## src/rtl/pipe_pkg.sv

```systemverilog
// Shared pipeline definitions: bubble encoding, stage payload widths
// and the decode-to-execute payload packing helper.
package pipe_pkg;

   localparam logic [31:0] BUBBLE_NOP = 32'h0000_0000;

   localparam int FD_PAYLOAD_W = 64;
   localparam int DE_PAYLOAD_W = 160;
   localparam int EM_PAYLOAD_W = 128;
   localparam int MW_PAYLOAD_W = 96;

   typedef enum logic [1:0] {
      STG_FD,
      STG_DE,
      STG_EM,
      STG_MW
   } pipe_stage_e;

   function automatic logic [DE_PAYLOAD_W-1:0] pipe_pack_de(
      input logic [31:0] instr,
      input logic [31:0] pc8,
      input logic [31:0] rs,
      input logic [31:0] rt,
      input logic [31:0] ext
   );
      return {instr, pc8, rs, rt, ext};
   endfunction

endpackage

```

## src/rtl/pipe_slot.sv

```systemverilog
// One pipeline storage slot: a valid bit plus payload that reverts
// to the bubble encoding whenever it is cleared or reset.
module pipe_slot
   import pipe_pkg::*;
#(
   parameter int               WIDTH  = DE_PAYLOAD_W,
   parameter logic [WIDTH-1:0] BUBBLE = '0
) (
   input  logic             clk,
   input  logic             reset,
   input  logic             load,
   input  logic             clear,
   input  logic [WIDTH-1:0] d,
   output logic             valid,
   output logic [WIDTH-1:0] q
);

   always_ff @(posedge clk) begin
      if (reset || clear) begin
         valid <= 1'b0;
         q     <= BUBBLE;
      end else if (load) begin
         valid <= 1'b1;
         q     <= d;
      end
   end

endmodule

```

## src/rtl/pipe_skid_reg.sv

```systemverilog
// Elastic valid/ready pipeline register with optional skid entry,
// flush-to-bubble and a saturating stall-cycle counter.
module pipe_skid_reg
   import pipe_pkg::*;
#(
   parameter int               WIDTH  = DE_PAYLOAD_W,
   parameter logic [WIDTH-1:0] BUBBLE = '0,
   parameter bit               SKID   = 1'b1,
   parameter int               CNT_W  = 16
) (
   input  logic             clk,
   input  logic             reset,
   input  logic             flush,
   input  logic             in_valid,
   output logic             in_ready,
   input  logic [WIDTH-1:0] in_data,
   output logic             out_valid,
   input  logic             out_ready,
   output logic [WIDTH-1:0] out_data,
   output logic [1:0]       occupancy,
   output logic [CNT_W-1:0] stall_cycles
);

   localparam logic [CNT_W-1:0] CNT_ONE = CNT_W'(1);
   localparam logic [CNT_W-1:0] CNT_MAX = '1;

   logic             h_v;
   logic [WIDTH-1:0] h_q;
   logic [WIDTH-1:0] h_d;
   logic             h_load;
   logic             h_clear;
   logic             s_v;
   logic             push;
   logic             pop;

   assign push = in_valid && in_ready;
   assign pop  = h_v && out_ready;

   pipe_slot #(
      .WIDTH  (WIDTH),
      .BUBBLE (BUBBLE)
   ) u_head (
      .clk   (clk),
      .reset (reset),
      .load  (h_load),
      .clear (h_clear),
      .d     (h_d),
      .valid (h_v),
      .q     (h_q)
   );

   generate
      if (SKID) begin : g_skid
         logic             s_load;
         logic             s_clear;
         logic [WIDTH-1:0] s_q;

         pipe_slot #(
            .WIDTH  (WIDTH),
            .BUBBLE (BUBBLE)
         ) u_skid (
            .clk   (clk),
            .reset (reset),
            .load  (s_load),
            .clear (s_clear),
            .d     (in_data),
            .valid (s_v),
            .q     (s_q)
         );

         // Registered ready: only the skid occupancy gates upstream.
         assign in_ready = !s_v;

         always_comb begin
            h_load  = 1'b0;
            h_clear = 1'b0;
            h_d     = in_data;
            s_load  = 1'b0;
            s_clear = 1'b0;
            if (flush) begin
               h_clear = 1'b1;
               s_clear = 1'b1;
            end else if (!h_v) begin
               h_load = push;
            end else if (pop) begin
               if (s_v) begin
                  h_load  = 1'b1;
                  h_d     = s_q;
                  s_clear = 1'b1;
               end else if (push) begin
                  h_load = 1'b1;
               end else begin
                  h_clear = 1'b1;
               end
            end else begin
               s_load = push;
            end
         end
      end else begin : g_single
         assign s_v      = 1'b0;
         assign in_ready = !h_v || out_ready;

         always_comb begin
            h_load  = 1'b0;
            h_clear = 1'b0;
            h_d     = in_data;
            if (flush) begin
               h_clear = 1'b1;
            end else if (push) begin
               h_load = 1'b1;
            end else if (pop) begin
               h_clear = 1'b1;
            end
         end
      end
   endgenerate

   assign out_valid = h_v;
   assign out_data  = h_q;
   assign occupancy = {1'b0, h_v} + {1'b0, s_v};

   always_ff @(posedge clk) begin
      if (reset) begin
         stall_cycles <= '0;
      end else if (h_v && !out_ready && stall_cycles != CNT_MAX) begin
         stall_cycles <= stall_cycles + CNT_ONE;
      end
   end

endmodule
```

## config.mk

```make
export PLATFORM = sky130hd
export DESIGN_NAME = pipe_skid_reg
export DESIGN_NICKNAME = d
export VERILOG_FILES = /design/src/rtl/pipe_pkg.sv /design/src/rtl/pipe_slot.sv /design/src/rtl/pipe_skid_reg.sv
export SDC_FILE = /design/constraint.sdc
export NUM_CORES = 1
export LEC_CHECK = 0
export ABC_CLOCK_PERIOD_IN_PS = 2040
export CORE_ASPECT_RATIO = 0.7
export CORE_MARGIN = 3
export CORE_UTILIZATION = 23
export DETAILED_ROUTE_END_ITERATION = 8
export PLACE_DENSITY = 0.39
export SLEW_MARGIN = 0
export SYNTH_ARGS = -nofsm -noshare
export SYNTH_HDL_FRONTEND = slang
export SYNTH_HIERARCHICAL = 1
export SYNTH_SLANG_ARGS = --single-unit
```

## constraint.sdc

```tcl
create_clock -name clk -period 2.04 [get_ports clk]
set_input_delay 0.408 -clock clk [delete_from_list [all_inputs] [get_ports clk]]
set_output_delay 0.408 -clock clk [all_outputs]
set_load 0.02 [all_outputs]
```

==> impl_metrics.tcl <==
set metrics [dict create \
    run_status "finished, final reports clean" \
    clkTransAtPathRegs_ns 0.06 \
    synth_top_area_share_pct 47.5 \
    placement_rows 75 \
    dr.first_iter.drc_count 343 \
    holdPathStages 2 \
    postSynthCellCount 1331 \
    clockBufferDepth 3 \
    fin_cells 2530 \
    hold_violations 0 \
    end_kind "primary output" \
    hp-class "reg2reg" \
    initial_core_util_pct 23.5 \
    dpl.cell_count 2457 \
    ff2ff_setup_slack_ns 0.13 \
    cts_sinks 338 \
    r2r.worst_path.cells 7 \
    clk_latency_ns 0.54 \
    start_kind "flip-flop" \
    required_ns 1.63 \
    cp_cell_sequence "clkdlybuf4s50_1" \
    crit_fanout 2 \
    cp_top_family "buffers and inverters" \
    worstPathArrival_ns 1.56 \
    cts_made_buffers 41 \
    avgSynthCellArea_um2 10.7 \
    die_w_um 303 \
    fin_crit_sh_pct 96.7 \
    syn2layout_area_growth_pct 42.7 \
    track_usage_pct 13.4 \
    critPathMaxStageDelay_ns 0.69 \
    rsz0062_at_grt "no" \
    worstMarginPinSlew_ns 0.380 \
    setup_viol 0 \
    cts_tree "done" \
    dpl.hpwl_mm 30.4 \
    cpMaxStageDelayCell "clkdlybuf4s50_1" \
    cap_violations 0 \
    rr_endpoint "g_skid.u_skid/q[16]" \
    grt_start_max_net_pins 51 \
    drt_first_pass_iters 4 \
    cts_hold_buffers 0 \
    finalClockSkew_ns 0.0112 \
    drtAntennaViolNets 0 \
    synthTopCellsByArea "dfxtp_1 (48%), mux2i_1 (22%), mux2_2 (13%)" \
    postPlaceCellArea_um2 19000 \
    io_buffer_count 344 \
    synthesis.nets 1498 \
    gr-total-overflow 0 \
    leakage_nw 7.24 \
    drive_gt1_share_pct 17.9 \
    synth-seq-cells 338 \
    dr_total_vias 10611 \
    critPathKind "reg2out" \
    fmax_mhz 507 \
    ir_drop_uv 495 \
    antenna_found_initial 7 \
    grt_pass1_wl_mm 67.6 \
    first_global_vias 10801 \
    remaining_drc_errors 0 \
    design_area_um2 20300 \
    routabilityCongestion 0.715 \
    fin_crit_ns 1.97 \
    hold_end "g_skid.u_skid/q[91]" \
    netlist_area_um2 14200 \
    synth-async-reset-ratio_pct 0 \
    power_density_nw_per_um2 751 \
    rr_startpoint "u_head/valid" \
    finalMaxSlewViolations 0 \
    synth_ff_type "dfxtp_1" \
    ys_types 42 \
    synth-warning-count 6 \
    root_buffer "clkbuf_16" \
    wirelength_mm 44.6 \
    hp-start "g_skid.u_skid/q[91]" \
    die_h_um 214 \
    synth-edff-count 0 \
    dieArea_um2 65000 \
    yosys.area.top_type "dfxtp_1" \
    slew_headroom_pct 74.6 \
    vias_per_cell 4.19 \
    ys_seq_area_share_pct 47.5 \
    h-tree-depth 2 \
    coreArea_um2 60600 \
    drt-wirelength-per-cell_um 17.6 \
    fin_nets 1860 \
    holdWs_ns 0.486 \
    pin_count 345 \
    crit_buf_inv 1 \
]
area by class of cell:
type	instances	area [um^2]
timing repair buffer	413	4390
inverter	4	15.0
fill	6191	40300
clock buffer	60	1180
tap	808	1010
clock inverter	10	111
multi-input combinational	895	6840
antenna	2	5.00
sequential	338	6770
cells in the mapped netlist, types with 5 or more instances:
| cell type | count |
|---|---|
| dfxtp_1 | 338 |
| buf_4 | 20 |
| mux2i_1 | 320 |
| buf_2 | 25 |
| nor2_1 | 332 |
| nor3_1 | 5 |
| mux2_2 | 163 |
| nand3_1 | 5 |
| o31ai_1 | 5 |
| clkbuf_1 | 23 |
| nand2_1 | 6 |
| buf_6 | 24 |
| a21oi_1 | 9 |
registers in the layout, summed over array words and instances (netlist names):
signal               cells
g_skid.u_skid/q        160
u_head/q               160
stall_cycles            16
g_skid.u_skid/valid      1
u_head/valid             1
report_power, final:
part / internal [mW] / leakage [nW] / switching [mW] / total (mW)
Clock: 4.24 / 0.637 / 2.91 / 7.15
Sequential: 6.68 / 2.73 / 0.0472 / 6.73
Combinational: 0.757 / 3.88 / 0.614 / 1.37
metrics by stage:
step	total power [mW]	setup slack [ns]	setup TNS (ns)	util [%]
CTS	15.6	0.00571	0	33.5
global route	16.0	0.000786	0	33.5
floorplan	7.55	0.0251	0	-
detailed placement	8.27	-0.420	-113.52	31.4
global placement	8.26	-0.387	-100.12	31.4
finish	15.3	0.0683	0	33.5
how the worst max path moves through the flow:
stage,from,to,slack [ns],cells past startpoint
floorplan,u_head/valid,u_head/q[158],0.03,8
global placement,out_ready,g_skid.u_skid/q[10],-0.39,8
detailed placement,out_ready,g_skid.u_skid/q[2],-0.42,8
CTS,u_head/q[39],out_data[39],0.006,1
global route,stall_cycles[14],stall_cycles[14],0.0008,1
finish,u_head/q[6],out_data[6],0.07,1
cells by family after synthesis:
family | Yosys count | synth area share, %
DFF | 338 | 47.5
adders and majority gates | 2 | 0.176
muxes | 483 | 35.4
AOI/OAI and AO/OA | 26 | 1.16
buffers and inverters | 98 | 4.59
and+or+nand+nor | 384 | 11.2
metal layers:
layer  global-route usage, %  part of all wire [%]  routed length (um)  up-vias
li1                        -                     -                   -     5298
met1                    18.5                    49               21900     5025
met2                    20.6                    43               19200      226
met5                       0                  0.17                  74        -
met4                    2.97                   1.6                 730       10
met3                    4.06                   6.2                2750       52
repair_timing:
item	in CTS	in global routing
setup buffers	0	1
setup endpoints to repair	23	10
gates resized for setup	28	9
placed cells by master, fill, tap and decap left out, drive strengths merged, types with 2 or more instances in the layout:
master,n
mux2i,320
mux2,163
clkinv,5
o21ai,3
nor2b,4
buf,70
nand4,4
or2,4
clkbuf,60
nand3,5
clkdlybuf4s50,313
a31oi,3
or4,5
o31ai,5
ha,2
diode,2
dfxtp,338
nor3b,2
a21oi,9
nand2,6
or3,3
a211oi,2
nor2,332
dlygate4sd2,21
nor4,4
and4,2
dlymetal6s2s,8
bufinv,2
nor3,5
inv,7
Power figures use the tool's default switching activity.
